**config.mk**
```make
export PLATFORM = sky130hd
export DESIGN_NAME = serial_add_seq
export DESIGN_NICKNAME = d
export VERILOG_FILES = /design/src/rtl/serial_add_seq.sv
export SDC_FILE = /design/constraint.sdc
export NUM_CORES = 1
export LEC_CHECK = 0
export CORE_ASPECT_RATIO = 1.25
export CORE_MARGIN = 2
export CORE_UTILIZATION = 40
export DETAILED_ROUTE_END_ITERATION = 12
export PLACE_DENSITY = 0.66
export SLEW_MARGIN = 20
export SYNTH_ARGS = -nofsm -noshare
export SYNTH_HDL_FRONTEND = slang
export SYNTH_SLANG_ARGS = --single-unit
```
**constraint.sdc**
```tcl
create_clock -name clk -period 12 [get_ports clk]
set_input_delay 2.4 -clock clk [delete_from_list [all_inputs] [get_ports clk]]
set_output_delay 2.4 -clock clk [all_outputs]
set_load 0.005 [all_outputs]
```
**src/rtl/serial_add_seq.sv**
```systemverilog
// Sequencer and datapath for a WIDTH-bit serial adder. It shifts two operands LSB-first
// through an external single-bit carry flop and collects the parallel sum and carry-out.
module serial_add_seq #(
  parameter int WIDTH = 32,
  parameter int CNT_W = $clog2(WIDTH)
) (
  input  logic             clk,
  input  logic             rst,
  input  logic             start,
  input  logic [WIDTH-1:0] a,
  input  logic [WIDTH-1:0] b,
  input  logic             carry_q,
  output logic             carry_d,
  output logic             sum_bit,
  output logic             busy,
  output logic             done,
  output logic [WIDTH-1:0] sum,
  output logic             cout
);

  typedef enum logic [1:0] {
    IDLE  = 2'd0,
    SHIFT = 2'd1,
    DONE  = 2'd2
  } state_t;

  state_t             state_q, state_d;
  logic [CNT_W-1:0]   cnt_q, cnt_d;
  logic [WIDTH-1:0]   a_sr_q, a_sr_d;
  logic [WIDTH-1:0]   b_sr_q, b_sr_d;
  logic [WIDTH-2:0]   sum_sr_q, sum_sr_d;
  logic [WIDTH-1:0]   sum_q, sum_d;
  logic               cout_q, cout_d;
  logic               done_q, done_d;
  logic [WIDTH-1:0]   sum_next;

  // Partial sum with the current bit entering at the MSB; its top WIDTH-1 bits are the next
  // shift-register value, and the whole word is the finished result on the last bit.
  assign sum_next = {sum_bit, sum_sr_q};

  always_comb begin
    state_d  = state_q;
    cnt_d    = cnt_q;
    a_sr_d   = a_sr_q;
    b_sr_d   = b_sr_q;
    sum_sr_d = sum_sr_q;
    sum_d    = sum_q;
    cout_d   = cout_q;
    done_d   = 1'b0;
    busy     = 1'b0;
    carry_d  = 1'b0;
    sum_bit  = 1'b0;

    case (state_q)
      IDLE, DONE: begin
        // Holding carry_d low here guarantees the flop presents carry 0 in the first shift cycle.
        if (start) begin
          a_sr_d   = a;
          b_sr_d   = b;
          sum_sr_d = '0;
          cnt_d    = '0;
          state_d  = SHIFT;
        end else begin
          state_d  = IDLE;
        end
      end

      SHIFT: begin
        busy     = 1'b1;
        sum_bit  = a_sr_q[0] ^ b_sr_q[0] ^ carry_q;
        carry_d  = (a_sr_q[0] & b_sr_q[0]) | (a_sr_q[0] & carry_q) | (b_sr_q[0] & carry_q);
        a_sr_d   = {1'b0, a_sr_q[WIDTH-1:1]};
        b_sr_d   = {1'b0, b_sr_q[WIDTH-1:1]};
        sum_sr_d = sum_next[WIDTH-1:1];
        cnt_d    = cnt_q + CNT_W'(1);
        if (cnt_q == CNT_W'(WIDTH - 1)) begin
          sum_d   = sum_next;
          cout_d  = carry_d;
          done_d  = 1'b1;
          cnt_d   = '0;
          state_d = DONE;
        end
      end

      default: begin
        state_d = IDLE;
      end
    endcase
  end

  always_ff @(posedge clk or posedge rst) begin
    if (rst) begin
      state_q  <= IDLE;
      cnt_q    <= '0;
      a_sr_q   <= '0;
      b_sr_q   <= '0;
      sum_sr_q <= '0;
      sum_q    <= '0;
      cout_q   <= 1'b0;
      done_q   <= 1'b0;
    end else begin
      state_q  <= state_d;
      cnt_q    <= cnt_d;
      a_sr_q   <= a_sr_d;
      b_sr_q   <= b_sr_d;
      sum_sr_q <= sum_sr_d;
      sum_q    <= sum_d;
      cout_q   <= cout_d;
      done_q   <= done_d;
    end
  end

  assign sum  = sum_q;
  assign cout = cout_q;
  assign done = done_q;

endmodule

```
==> key figures, run 1 <==
Timing
  • Fin. max-slew vios: 0
  • Final hold vios: 0
  • Setup TNS Final: 0 ps
  • Tcrit/Tclk final: 54.9%
  • Clock Skews: 6.62 ps
  • WHS: 487 ps
  • Final setup vio count: 0
  • Final Worst Setup Slack: 5410 ps
  • Max frequency: 152 MHz
  • Slew headroom: around 43%
  • Worst Max-Slew Pin Slew: 853 ps
  • RSZ-0062 raised after global routing: no
  • Tmin final: 6590 ps

Worst setup path
  • WS Path Type: input pin to output port
  • Worst-path cell chain: clkdlybuf4s50_1 -> inv_1 -> fa_1 -> nor2_1 -> clkdlybuf4s50_1
  • Critical Path End Type: output port
  • CP max FO: 2
  • Slowest-stage cell, CP: clkdlybuf4s50_1
  • Top cell by count, worst path: clkdlybuf4s50_1
  • CP peak stage delay: 560 ps
  • Required time of the critical path: approximately 9600 ps
  • Critical Path AT: ~4200 ps
  • Startpoint class of the critical path: input pin

CTS
  • CTS buffer count: 17
  • Longest Clk Path Bufs: 2
  • Root buffer cell: clkbuf_16
  • Worst skew pair latency: 400 ps
  • CTS Hold Bufs: 0
  • Sink Count: 136
  • CTS clock-pin slew for the worst setup and hold paths: 60 ps
  • H-Tree Depth: 4
  • Cts repair resizes: 0
  • CTS tree: built
  • Setup bufs post-CTS: 0

Pwr
  • Worst vdd ir: between 0.1 and 0.15 mV
  • LEAKAGE: around 3.2 nW
  • Power Density: about 230 nW/um^2

Logic synthesis
  • Mapped cell area: 5550 sq um
  • Yosys top cell area share: 61.4%
  • Synth Register Bits: 136
  • Largest cells by area after synthesis: dfrtp_1 (61%), nand2_1 (8.5%), a31oi_1 (7.0%), mux2_1 (6.3%), a22o_1 (5.5%)
  • Sequential cell area fraction in the yosys report: 61.4%
  • Synthesis Warnings: 0
  • Syn avg cell area: 10.7 sq um
  • Post-synthesis net count: ~590
  • Yosys top cell by area: dfrtp_1
  • Syn Inst Count: 520
  • Number of flops mapped to enable cells by yosys: 0
  • Ys async rst share: 100%
  • Top FF cell, synth: dfrtp_1
  • Unique masters post-synth: 26

Global routing
  • First-pass GRT wire length: 19100 microns
  • Global-route congestion overflow total: 0
  • Vias in the first global route: ~4000
  • GRT Overall Usage: 16.3%
  • Initial antenna violation count: 0
  • Largest net degree at the start of global routing: 130

Route
  • Vias: 4100
  • WL final: 11200 microns
  • Drt drc: 0
  • First DRT Iteration DRCs: 172
  • Wirelength per Cell: 14.0 microns
  • Drt pass-1 iters: 4
  • Vias per inst: 5.14
  • ANT nets after route: 0

Layout
  • Share of layout cells above drive strength 1: 6.90%
  • Area growth syn-to-layout: 31.4%
  • # diodes: 0
  • Nets: 681

Place
  • GP Congestion: 0.742
  • DP Worst Slack: 5400 ps
  • Port bufs: around 100
  • Detail Placement HPWL: about 7100 microns

Die
  • Die Y: approximately 140 microns
  • Die X: 109 microns
  • Io pins: 105
  • Core area: 13700 sq um
  • Starting Density: 40.5%
  • Die Footprint: 14800 sq um
  • Site Rows: 48

Job
  • # Max-Cap Violations: 0

Run status
  • Outcome: completed

Min path
  • Hold Crit Class: flop to flop
==> worst max-delay path: cells and delay by family <==
| family | cells | cell delay, ps |
|---|---|---|
| adder cells (fa/ha/maj) | 1 | 520 |
| AND/OR/NAND/NOR | 1 | 200 |
| buffers and inverters | 3 | 1070 |
==> power by group <==
group          switching (W)  leakage [nW]  internal (W)
Clock               0.000188         0.297      0.000338
Sequential         0.0000998          1.60      0.000624
Combinational       0.000221          1.33      0.000216
Total               0.000509          3.23       0.00118
==> sequential cells by signal, indices dropped and copies added (netlist names) <==
register / flops
sum: 32
b_sr_q: 32
sum_sr_q: 31
cnt_q: 5
a_sr_q: 32
cout: 1
state_q: 2
done: 1
==> metal layers <==
| layer | wire [microns] | vias to the layer above | track usage, % |
|---|---|---|---|
| li1 | - | 1963 | - |
| met1 | 5060 | 2053 | 21.1 |
| met2 | 5670 | 75 | 27.0 |
| met3 | 327 | 9 | 3.94 |
| met4 | 104 | 0 | 4.71 |
| met5 | 0 | - | 0 |
==> cell usage after synthesis, types with 2 or more instances <==
library cell / n
buf_2: 30
buf_4: 5
dfrtp_1: 136
nor2_1: 65
and3_1: 2
nand2_1: 126
a31oi_1: 62
mux2_1: 31
o21ai_1: 2
nand2b_1: 2
a22o_1: 35
inv_1: 6
ha_1: 2
clkbuf_1: 4
==> per-stage QoR <==
stage          cells  power, W  instance area [sq um]  util (%)
6_report         798   0.00169                   7290      53.2
5_1_grt          798   0.00181                   7290      53.2
4_1_cts          798   0.00171                   7280      53.2
3_5_place_dp     766   0.00117                   6670      48.7
3_3_place_gp     766   0.00115                   6670      48.7
2_1_floorplan    520   0.00103                   5550         -
==> cells by family after synthesis <==
| logic type | after synthesis | synth area share (%) |
|---|---|---|
| simple gates | 200 | 14.0 |
| mux | 32 | 6.50 |
| fa+ha+maj | 3 | 0.812 |
| compound gates | 102 | 13.1 |
| buf+inv | 46 | 4.13 |
| flops | 136 | 61.4 |
| xor+xnor | 1 | 0.158 |
==> cells in the final DEF (no fill, tap or decap) <==
cell type / count
a211o_1: 1
a21o_1: 1
a22o_1: 35
a31oi_1: 62
and3_1: 2
buf_4: 4
buf_6: 2
bufinv_16: 3
clkbuf_1: 2
clkbuf_16: 17
clkbuf_8: 2
clkdlybuf4s50_1: 104
clkinv_2: 3
clkinv_4: 4
clkinvlp_4: 1
dfrtp_1: 136
fa_1: 1
ha_1: 2
inv_1: 5
inv_2: 1
inv_6: 1
mux2_1: 31
mux2_2: 1
nand2_1: 126
nand2b_2: 1
nand2b_4: 1
nand3_1: 1
nand3b_1: 1
nor2_1: 64
nor2_2: 1
nor2b_4: 1
nor3b_1: 1
nor4_1: 1
o21ai_0: 1
o21ai_1: 2
xor2_1: 1
==> final timing paths <==
check | start | to | slack [ps] | cells past startpoint
setup / recovery | carry_q | sum_bit | 5410 | 5
hold / removal | sum[20] | sum[20] | 490 | 1
setup reg to reg | state_q[0] | cnt_q[0] | 9500 | 6
hold reg to reg | sum[20] | sum[20] | 490 | 1
max in group asynchronous | rst | b_sr_q[5] | 8530 | 3
min in group asynchronous | rst | a_sr_q[21] | 2420 | 2
==> layout make-up <==
class / instances / area [sq um]
Clock buffer: 21 / 460
Clock inverter: 11 / 148
Fill cell: 1266 / 6400
Inverter: 7 / 31.3
Multi-Input combinational cell: 338 / 1930
Sequential cell: 136 / 3400
Tap cell: 175 / 219
Timing Repair Buffer: 110 / 1090
Note: power is estimated with default switching activity, not from simulation.
==> run 2: changes to the inputs <==
- clock period: 12 -> 6.6 ns (I/O delays scaled with it)
==> key figures, run 2 (synthesis gave the netlist of run 1 again) <==
Worst setup path
  • CP peak stage delay: 550 ps (was 560 ps)
  • Worst reg2reg endpoint: sum[28] (was cnt_q[0])
  • CP max FO: 2 (unchanged)
  • Critical Path End Type: output port (unchanged)
  • Worst setup path startpoint: carry_q (unchanged)
  • Worst-case reg-to-reg path depth: 6 (unchanged)
  • Crit path buffers/inverters: 3 (unchanged)
  • Worst-path cell chain: clkdlybuf4s50_1 -> inv_1 -> fa_1 -> nor2_1 -> clkdlybuf4s50_1 (unchanged)
  • FF-to-FF setup slack: 4510 ps (was 9500 ps)
  • Worst R2R Start: cnt_q[0] (was state_q[0])
  • CP Depth: 5 (unchanged)
  • Slowest-stage cell, CP: clkdlybuf4s50_1 (unchanged)
  • WS Path Type: input pin to output port (unchanged)
  • Family with the most delay on the worst path: buffers and inverters (unchanged)
  • Critical Path End: sum_bit (unchanged)
  • Top cell by count, worst path: clkdlybuf4s50_1 (unchanged)
  • Startpoint class of the critical path: input pin (unchanged)
  • Required time of the critical path: 5280 ps (was 9600 ps)
  • Critical Path AT: 3110 ps (was 4190 ps)

Min path
  • Hold Crit Class: flop to flop (unchanged)

Place
  • Dpl cell area: 6670 sq um (unchanged)
  • Port bufs: 104 (unchanged)
  • GP Congestion: 0.741 (was 0.742)
  • Detail Placement HPWL: 7130 microns (was 7100 microns)

Global routing
  • Vias in the first global route: 4050 (was 3968)
  • GRT Overall Usage: 16.7% (was 16.3%)
  • Largest net degree at the start of global routing: 129 (was 130)
  • Initial antenna violation count: 0 (unchanged)
  • Global-route congestion overflow total: 0 (unchanged)
  • First-pass GRT wire length: 19600 microns (was 19100 microns)

Pwr
  • Power Density: 424 nW/um^2 (was 231 nW/um^2)
  • Worst vdd ir: 0.168 mV (was 0.104 mV)
  • LEAKAGE: 3.23 nW (about the same)

Timing
  • Worst Max-Slew Pin Slew: 844 ps (was 853 ps)
  • Final hold vios: 0 (unchanged)
  • RSZ-0062 raised after global routing: no (unchanged)
  • Tmin final: between 4000 and 5000 ps
  • Fin. max-slew vios: 0 (unchanged)
  • Max frequency: 226 MHz
  • Setup TNS Final: 0 ps (unchanged)
  • WHS: 488 ps (was 487 ps)
  • Final setup vio count: 0 (unchanged)
  • Clock Skews: 8.95 ps (was 6.62 ps)
  • Tcrit/Tclk final: 67.2%
  • Slew headroom: 43.7% (was 43.1%)

Layout
  • Nets: 681 (unchanged)
  • Area growth syn-to-layout: 31.4% (about the same)
  • Most frequent cells in the layout: dfrtp_1 (136), nand2_1 (126), clkdlybuf4s50_1 (104) (unchanged)
  • Post-route cell area: 7290 sq um (about the same)
  • Fillers: 1227 (was 1266)
  • Share of layout cells above drive strength 1: 6.90% (unchanged)
  • # diodes: 0 (unchanged)
  • Leading cell type in the layout, fill and taps excluded: dfrtp_1 (unchanged)

Route
  • Wirelength per Cell: 14.3 microns (was 14.0 microns)
  • Drt drc: 0 (unchanged)
  • WL final: 11400 microns (was 11200 microns)
  • First DRT Iteration DRCs: 166 (was 172)
  • Vias per inst: 5.14 (about the same)
  • Drt pass-1 iters: 4 (unchanged)
  • Vias: 4098 (was 4100)
  • ANT nets after route: 0 (unchanged)

Job
  • # Max-Cap Violations: 0 (unchanged)

CTS
  • CTS tree: built (unchanged)
  • Sink Count: 136 (unchanged)
  • Root buffer cell: clkbuf_16 (unchanged)
  • Setup bufs post-CTS: 0 (unchanged)
  • CTS buffer count: 17 (unchanged)
  • CTS Hold Bufs: 0 (unchanged)
  • Cts repair resizes: 0 (unchanged)
  • H-Tree Depth: 4 (unchanged)
  • Worst skew pair latency: 410 ps (was 400 ps)
  • CTS clock-pin slew for the worst setup and hold paths: 60 ps (about the same)
  • Longest Clk Path Bufs: 2 (unchanged)

Die
  • Die Y: 136 microns (unchanged)
  • Io pins: 105 (unchanged)
  • Starting Density: 40.5% (unchanged)
  • Site Rows: 48 (unchanged)
  • Die Footprint: 14800 sq um (unchanged)
  • Core area: 13700 sq um (unchanged)
  • Die X: 109 microns (unchanged)

Run status
  • Outcome: completed (unchanged)
[run 2: worst min path at each step]
stage,startpoint,endpoint,depth (start not counted)
2_1_floorplan,sum_sr_q[0],sum_sr_q[0],1
3_3_place_gp,sum[15],sum[15],1
3_5_place_dp,sum[10],sum[10],1
4_1_cts,sum[10],sum[10],1
5_1_grt,sum[4],sum[4],1
6_report,sum[10],sum[10],1
[run 2: final cells by class]
class | instances | area (sq um) | share of cell area (%)
clock inverter | 12 | 164 | 2.25
clock buffer | 20 | 447 | 6.13
multi-input combinational | 338 | 1930 | 26.5
tap | 175 | 219 | 3.00
inverter | 7 | 31.3 | 0.429
sequential | 136 | 3400 | 46.7
timing repair buffer | 110 | 1090 | 15.0
[run 2: worst register-to-register path, cell delays in order (launching register included)]
cell and delay [ps]:
dfrtp_1 400, ha_1 220, and3_1 170, ha_1 230, nand3b_1 120, buf_4 430, mux2_1 380
[run 2: through the flow]
stage	util [%]	total power, W	std cells	setup slack [ps]
after floorplan	-	0.00187	520	1640
after global placement	48.7	0.00209	766	2140
after detailed placement	48.7	0.00214	766	2160
after CTS	53.2	0.00313	798	2150
after global routing	53.2	0.00331	798	2070
final	53.2	0.00309	798	2170
[run 2: power by group]
part	switching [W]	total, W	internal, W
Combinational	0.000402	0.000794	0.000392
Sequential	0.000186	0.00132	0.00113
Clock	0.000367	0.000977	0.000611
[run 2: routing by layer]
metal | routed length, microns | GRT usage [%] | up-vias | share of wire [%]
li1 | - | - | 1969 | -
met1 | 5260 | 22.0 | 2038 | 46
met5 | 0 | 0 | - | 0
met3 | 352 | 3.61 | 9 | 3.1
met4 | 119 | 5.06 | 0 | 1.0
met2 | 5710 | 27.7 | 82 | 50
==> run 3: changes to the inputs <==
- clock period: 6.6 -> 4.4 ns (I/O delays scaled with it)
==> key figures, run 3 (synthesis gave the netlist of run 1 again) <==
Layout
  • Most frequent cells in the layout: dfrtp_1 (136), nand2_1 (126), clkdlybuf4s50_1 (104) (unchanged)
  • # diodes: 0 (unchanged)
  • Leading cell type in the layout, fill and taps excluded: dfrtp_1 (unchanged)
  • Nets: 683 (was 681)
  • Post-route cell area: 7310 sq um (was 7290 sq um)
  • Share of layout cells above drive strength 1: 7.36% (was 6.90%)
  • Multi-input gate area: 1930 sq um (unchanged)
  • Fillers: 1241 (was 1227)
  • FF/Latch Area: 3400 sq um (unchanged)
  • Area growth syn-to-layout: 31.9% (was 31.4%)

Place
  • Dpl cell area: 6700 sq um (was 6670 sq um)
  • Port bufs: 104 (unchanged)
  • Detail Placement HPWL: 7550 microns (was 7130 microns)
  • GP Congestion: 0.727 (was 0.741)

Min path
  • WHS Path Cells: 1 (unchanged)
  • Hold Crit Class: flop to flop (unchanged)

Timing
  • Fin. max-slew vios: 0 (unchanged)
  • Tcrit/Tclk final: 80.4%
  • Final setup vio count: 0 (unchanged)
  • Final hold vios: 0 (unchanged)
  • Clock Skews: 5.22 ps (was 8.95 ps)
  • Tmin final: 3540 ps
  • WHS: 490 ps (was 488 ps)
  • Worst Max-Slew Pin Slew: 794 ps (was 844 ps)
  • Slew headroom: 47.1% (was 43.7%)
  • RSZ-0062 raised after global routing: no (unchanged)
  • Setup TNS Final: 0 ps (unchanged)
  • Max frequency: 283 MHz

Die
  • Site Rows: 48 (unchanged)
  • Die Y: 136 microns (unchanged)
  • Die Footprint: 14800 sq um (unchanged)
  • Core area: 13700 sq um (unchanged)
  • Starting Density: 40.5% (unchanged)
  • Die X: 109 microns (unchanged)
  • Io pins: 105 (unchanged)

Route
  • Wirelength per Cell: 14.5 microns (was 14.3 microns)
  • Drt drc: 0 (unchanged)
  • First DRT Iteration DRCs: 224 (was 166)
  • ANT nets after route: 0 (unchanged)
  • WL final: 11600 microns (was 11400 microns)
  • Drt pass-1 iters: 6 (was 4)
  • Vias per inst: 5.10 (was 5.14)
  • Vias: 4080 (was 4098)

Global routing
  • First-pass GRT wire length: 19600 microns (about the same)
  • Vias in the first global route: 4100 (was 4050)
  • Met1 usage: 21.3% (was 22.0%)
  • Met2 Use GR: 28.4% (was 27.7%)
  • M3 GR Usage: 4.76% (was 3.61%)
  • Most Crowded Layer GR: met2 (unchanged)
  • Initial antenna violation count: 0 (unchanged)
  • GRT Overall Usage: 16.9% (was 16.7%)
  • Largest net degree at the start of global routing: 89 (was 129)
  • Global-route congestion overflow total: 0 (unchanged)

Worst setup path
  • Required time of the critical path: 3520 ps (was 5280 ps)
  • Critical Path End Type: output port (unchanged)
  • Startpoint class of the critical path: input pin (unchanged)
  • WS Path Type: input pin to output port (unchanged)
  • Critical Path AT: 2660 ps (was 3110 ps)
  • Worst-case reg-to-reg path depth: 6 (unchanged)
  • CP max FO: 2 (unchanged)

Pwr
  • LEAKAGE: 3.23 nW (about the same)
  • Power Density: 634 nW/um^2 (was 424 nW/um^2)
  • Total power: 0.00464 W (was 0.00309 W)
  • Worst vdd ir: 0.233 mV (was 0.168 mV)

CTS
  • H-Tree Depth: 4 (unchanged)
  • Setup bufs post-CTS: 0 (unchanged)
  • CTS clock-pin slew for the worst setup and hold paths: 60 ps (about the same)
  • Root buffer cell: clkbuf_16 (unchanged)
  • Sink Count: 136 (unchanged)
  • Worst skew pair latency: 410 ps (about the same)
  • Cts repair resizes: 0 (unchanged)
  • Longest Clk Path Bufs: 2 (unchanged)
  • CTS buffer count: 17 (unchanged)
  • CTS Hold Bufs: 0 (unchanged)
  • CTS tree: built (unchanged)

Job
  • # Max-Cap Violations: 0 (unchanged)

Run status
  • Outcome: completed (unchanged)
run 3: cell type report:
class	count	share of cell area, %
clock buffer	19	6.06
sequential	136	46.5
clock inverter	13	2.33
inverter	7	0.411
timing repair buffer	112	15.2
tap	175	2.99
multi-input combinational	338	26.5
run 3: per-layer routing:
| layer | vias to the layer above | wire length [microns] | part of all wire (%) |
|---|---|---|---|
| met5 | - | 0 | 0 |
| met4 | 0 | 119 | 1.0 |
| met3 | 9 | 487 | 4.2 |
| met2 | 92 | 5890 | 51 |
| met1 | 2013 | 5110 | 44 |
| li1 | 1966 | - | - |
run 3: power breakdown:
part / total, W / switching (W) / internal [W] / leakage (nW)
sequential: 0.00198 / 0.000280 / 0.00170 / 1.60
clock: 0.00146 / 0.000546 / 0.000913 / 0.291
combinational: 0.00120 / 0.000608 / 0.000591 / 1.34
run 3: path summary, 6_finish.rpt:
path	start	end	slack, ps
worst max-delay path	carry_q	sum_bit	860
worst min-delay path	sum[7]	sum[7]	490
worst max register to register	state_q[0]	sum_sr_q[3]	2210
min in group asynchronous	rst	sum[24]	940
max in group asynchronous	rst	a_sr_q[2]	2530
worst min register to register	sum[7]	sum[7]	490
run 3: critical path, cell delays in order:
cell	delay, ps
clkdlybuf4s50_1	460
inv_1	50
fa_1	520
nor2_1	200
clkdlybuf4s50_1	540
run 3: stage by stage:
stage,worst slack (ps),cells,util [%]
CTS,845,800,53.4
global placement,837,768,48.9
floorplan,1830,520,-
detailed placement,844,768,48.9
finish,861,800,53.4
global route,782,800,53.4
==> RTL change 1: new RTL, settings of run 3 <==
`WIDTH`: 32 -> 64.
--- a/src/rtl/serial_add_seq.sv
+++ b/src/rtl/serial_add_seq.sv
@@ -1,7 +1,7 @@
 // Sequencer and datapath for a WIDTH-bit serial adder. It shifts two operands LSB-first
 // through an external single-bit carry flop and collects the parallel sum and carry-out.
 module serial_add_seq #(
-  parameter int WIDTH = 32,
+  parameter int WIDTH = 64,
   parameter int CNT_W = $clog2(WIDTH)
 ) (
   input  logic             clk,
Ports: changed (resized a, b and sum); port bits go from 105 to 201. No check against the original RTL was run, so the function may have changed too.
==> RTL change 1 against run 3 <==
- sequential share of layout area up 1.9 points
- synthesized area up 89%
- wire length up 110%
- cell count up 77%
- sequential cell count up 129
- setup slack better by 0.046 ns
- total power up 64%
- final area up 87%
==> RTL change 1: results (changes against run 3) <==
Outcome
  • Outcome: finished, final reports clean

Clocking
  • Clk_lat worst skew: 0.52 ns (+0.11 ns)

Drt
  • Initial DRC Count: 375 (+67%)
  • WL/cell: 17.14 um (+18%)
  • Top routing layer in use: met5
  • DRT Pass-1 Iters: 4 (-2)
  • Vias per inst: 5.396 (+5.8%)
  • Routed metal-1 wire length: 10920 um (+110%)

Logic synthesis
  • Synthesized net count: 1025 (+73%)
  • Post-synthesis cell type count: 33 (+27%)
  • Most frequent cells after synthesis: dfrtp_1, nor2_1, o22ai_1
  • Largest cells by area after synthesis: dfrtp_1, o22ai_1, nor3_1

Finish
  • Share of cells above drive strength 1: 0.08627 (+0.01267)
  • Nets: 1192 (+75%)

GRT
  • Met3 usage in global routing: 0.04261 (-0.005008)
  • First-pass GRT wire length: 39760 um (+100%)
  • Total GRT Usage: 0.1759 (+0.006504)
  • Global routing usage on met1: 0.2411 (+0.02770)
  • Initial antenna violation count: 1 (+1)

Timing
  • Worst Skew: 0.007871 ns (+0.002651 ns)
  • Relative slew slack: 0.2830 (-0.1876)

Power and ir drop
  • Peak VDD IR: 0.0002947 V (+26%)

Setup path
  • Reg2Reg Setup Slack: 1.81 ns (-0.40 ns)

Placement
  • Port Buffers: 200 (+92%)
  • Gpl congestion: 0.7703 (+5.9%)

Hold path
  • Hold EP: sum[33]
==> RTL change 1: cell count changes after synthesis, moves of 32 or more <==
cell     change
a31oi_1     -62
nor2_1      +61
a22o_1      +32
nand2_1    -125
dfrtp_1    +129
o22ai_1    +126
nor3_1     +125
==> RTL change 1: cells by family after synthesis <==
kind of cell,share of synthesized area
AO/OA/AOI/OAI,0.1357
XOR/XNOR,0.0008348
adder cells (fa/ha/maj),0.003100
buffers and inverters,0.04149
flip-flops,0.6319
multiplexers,0.07047
AND/OR/NAND/NOR,0.1165
==> RTL change 1: area by class of cell <==
class / count / area (um^2) / share of cell area
Clock buffer: 37 / 753.2 / 0.05498
Clock inverter: 12 / 237.7 / 0.01735
Inverter: 8 / 38.79 / 0.002831
Multi-Input combinational cell: 540 / 3455 / 0.2521
Sequential cell: 265 / 6631 / 0.4840
Tap cell: 340 / 425.4 / 0.03105
Timing Repair Buffer: 216 / 2160 / 0.1576
==> RTL change 1: through the flow <==
| stage | total power [mW] | instance area, um^2 | setup WS [ns] | cells |
|---|---|---|---|---|
| 6_report | 7.618 | 13700 | 0.9074 | 1418 |
| 5_1_grt | 8.073 | 13700 | 0.8644 | 1418 |
| 4_1_cts | 7.697 | 13700 | 0.8963 | 1418 |
| 3_5_place_dp | 5.132 | 12710 | 0.9040 | 1369 |
| 3_3_place_gp | 5.055 | 12710 | 0.9571 | 1369 |
| 2_1_floorplan | 4.636 | 10500 | 0.02249 | 891 |
==> RTL change 1: power by group through the flow <==
stage	registers (mW)	clock network, mW	logic, mW
6_report	3.68	2.54	1.40
5_1_grt	3.78	2.71	1.58
4_1_cts	3.68	2.59	1.42
3_5_place_dp	3.71	0	1.42
3_3_place_gp	3.69	0	1.37
2_1_floorplan	3.57	0	1.06
==> RTL change 2: new RTL, config.mk and constraints of run 3 <==
Made on the original files. The 3 states of `state_t` get a one-hot encoding in 3 bits.
--- a/src/rtl/serial_add_seq.sv
+++ b/src/rtl/serial_add_seq.sv
@@ -18,10 +18,10 @@
   output logic             cout
 );
 
-  typedef enum logic [1:0] {
-    IDLE  = 2'd0,
-    SHIFT = 2'd1,
-    DONE  = 2'd2
+  typedef enum logic [2:0] {
+    IDLE  = 3'b001,
+    SHIFT = 3'b010,
+    DONE  = 3'b100
   } state_t;
 
   state_t             state_q, state_d;
Function: same outputs for any inputs over 10 cycles, from zero or initial values and one cycle with rst high; not proved beyond that.
==> RTL change 2 against run 3 <==
- setup slack better by 0.10 ns
- hold slack worse by 0.019 ns
- global-route usage up 0.97 points
- register-to-register slack worse by 0.48 ns
- total power down 5.2%
- fmax up 3.0%
- sequential cell count up 1
- synthesized area up 8.8%
- wire length up 17%
- final area up 6.8%
- critical path type unchanged
- critical endpoint unchanged
- largest power group unchanged
==> RTL change 2: results (changes against run 3) <==
Placement
  • Gpl congestion: 0.7377 (+1.5%)
  • Placed Cells incl. Taps: 849 (+11%)
  • Detailed placement HPWL: 8169 um (+8.2%)
  • Placed inst area: 7186 um^2 (+7.2%)

Logic synthesis
  • Seq/Total Area, Yosys: 0.5686 (-0.04503)
  • Asr flop ratio synth: 1.000 (unchanged)
  • Synthesized net count: 681 (+15%)
  • Gate Count Post-Synth: 610 (+17%)
  • Largest cells by area after synthesis: dfrtp_1, nand3_1, nand2_1
  • Most frequent cells after synthesis: dfrtp_1, nand2_1, nand3_1
  • Post-synthesis cell type count: 31 (+19%)
  • YS warnings: 0 (unchanged)

GRT
  • GR Layer Usage met2: 0.2947 (+0.01107)
  • Pin count of the biggest net entering global routing: 99 (+11%)
  • Met3 usage in global routing: 0.03545 (-0.01216)
  • Initial antenna violation count: 0 (unchanged)
  • Number of global-route vias before repair: 4736 (+16%)
  • First-pass GRT wire length: 23160 um (+18%)
  • Total GRT Usage: 0.1791 (+0.009698)
  • Global routing usage on met1: 0.2335 (+0.02009)

Timing
  • Worst slew pin tran: 1.012 ns (+0.2175 ns)
  • Worst Skew: 0.008002 ns (+0.002783 ns)

Outcome
  • Outcome: finished, final reports clean

Drt
  • WL/cell: 15.38 um (+6.0%)
  • Vias per inst: 5.420 (+6.3%)
  • Initial DRC Count: 277 (+24%)
  • Final WL: 13550 um (+17%)
  • DRT Pass-1 Iters: 4 (-2)

Finish
  • Nets: 757 (+11%)
  • Share of cells above drive strength 1: 0.1187 (+0.04514)
  • Fillers: 1354 (+9.1%)
  • Multi-input logic area: 2369 um^2 (+22%)

Power and ir drop
  • Leakage: 3.424 nW (+5.9%)
  • Peak VDD IR: 0.0002901 V (+24%)

Setup path
  • Reg2Reg Depth: 5 (-1)
  • R2r startpoint: state_q[2]
  • Worst EP arrival: 2.55 ns (-0.11 ns)
  • RR Endpoint: cnt_q[3]
  • Reg2Reg Setup Slack: 1.73 ns (-0.48 ns)

Clocking
  • Clk_lat worst skew: 0.41 ns (about the same)
  • Resize count post-CTS: 0 (unchanged)
  • Max clock buf depth: 2 (unchanged)
==> RTL change 2: changes by cell type in the layout (fill, tap and decap cells not counted), moves of 31 or more <==
cell	change
nand3_1	+126
a31oi_1	-62
nor2_1	-62
o211ai_1	+62
a22o_1	-35
o21ai_0	+35
mux2_1	-31
==> RTL change 2: cells by family (layout without fill, tap and decap cells) <==
group | count (synthesis) | after routing | synth area share
buffers and inverters | 63 | 152 | 0.04688
DFF | 137 | 137 | 0.5686
muxes | 31 | 31 | 0.05787
AOI/OAI and AO/OA | 106 | 106 | 0.1157
and+or+nand+nor | 267 | 267 | 0.1991
xor gates and xnor gates | 3 | 3 | 0.004357
adders and majority gates | 3 | 3 | 0.007467
==> RTL change 2: routing by layer <==
metal  share of wire  wire length, um
met1            0.45             6037
met2            0.50             6729
met3           0.039              531
met4           0.019              253
met5               0                0
==> RTL change 2: worst min-delay path by stage <==
stage	from	to	cells after the start
2_1_floorplan	a_sr_q[31]	a_sr_q[30]	2
3_3_place_gp	b_sr_q[31]	b_sr_q[30]	2
3_5_place_dp	a_sr_q[30]	a_sr_q[29]	2
4_1_cts	b_sr_q[31]	b_sr_q[30]	2
5_1_grt	b_sr_q[26]	b_sr_q[25]	2
6_report	b_sr_q[31]	b_sr_q[30]	2
==> RTL change 2: worst register-to-register path, delay by kind of cell (launching register included) <==
kind | cells | cell delay (ns)
AO/OA/AOI/OAI | 2 | 0.72
AND/OR/NAND/NOR | 1 | 0.53
buffers and inverters | 2 | 0.84
flip-flops | 1 | 0.47
==> RTL change 2: area by class of cell <==
cell class                 instances  area share
timing repair buffer             113      0.1451
sequential                       137      0.4391
clock buffer                      19     0.05798
clock inverter                    13     0.02146
multi-input combinational        410      0.3032
tap                              182     0.02915
inverter                           7    0.004004
==> RTL change 2: stage by stage <==
step	hold slack (ns)	setup WS [ns]
after global routing	0.4993	0.9021
after detailed placement	0.4643	0.9502
after global placement	0.4487	0.9849
final	0.4712	0.9661
after CTS	0.4746	0.9533
after floorplan	0.4425	1.814
==> RTL change 2: power breakdown <==
part	switching [mW]	internal, mW	leakage, nW
Sequential	0.181	1.58	1.79
Clock	0.550	0.927	0.300
Combinational	0.720	0.442	1.33
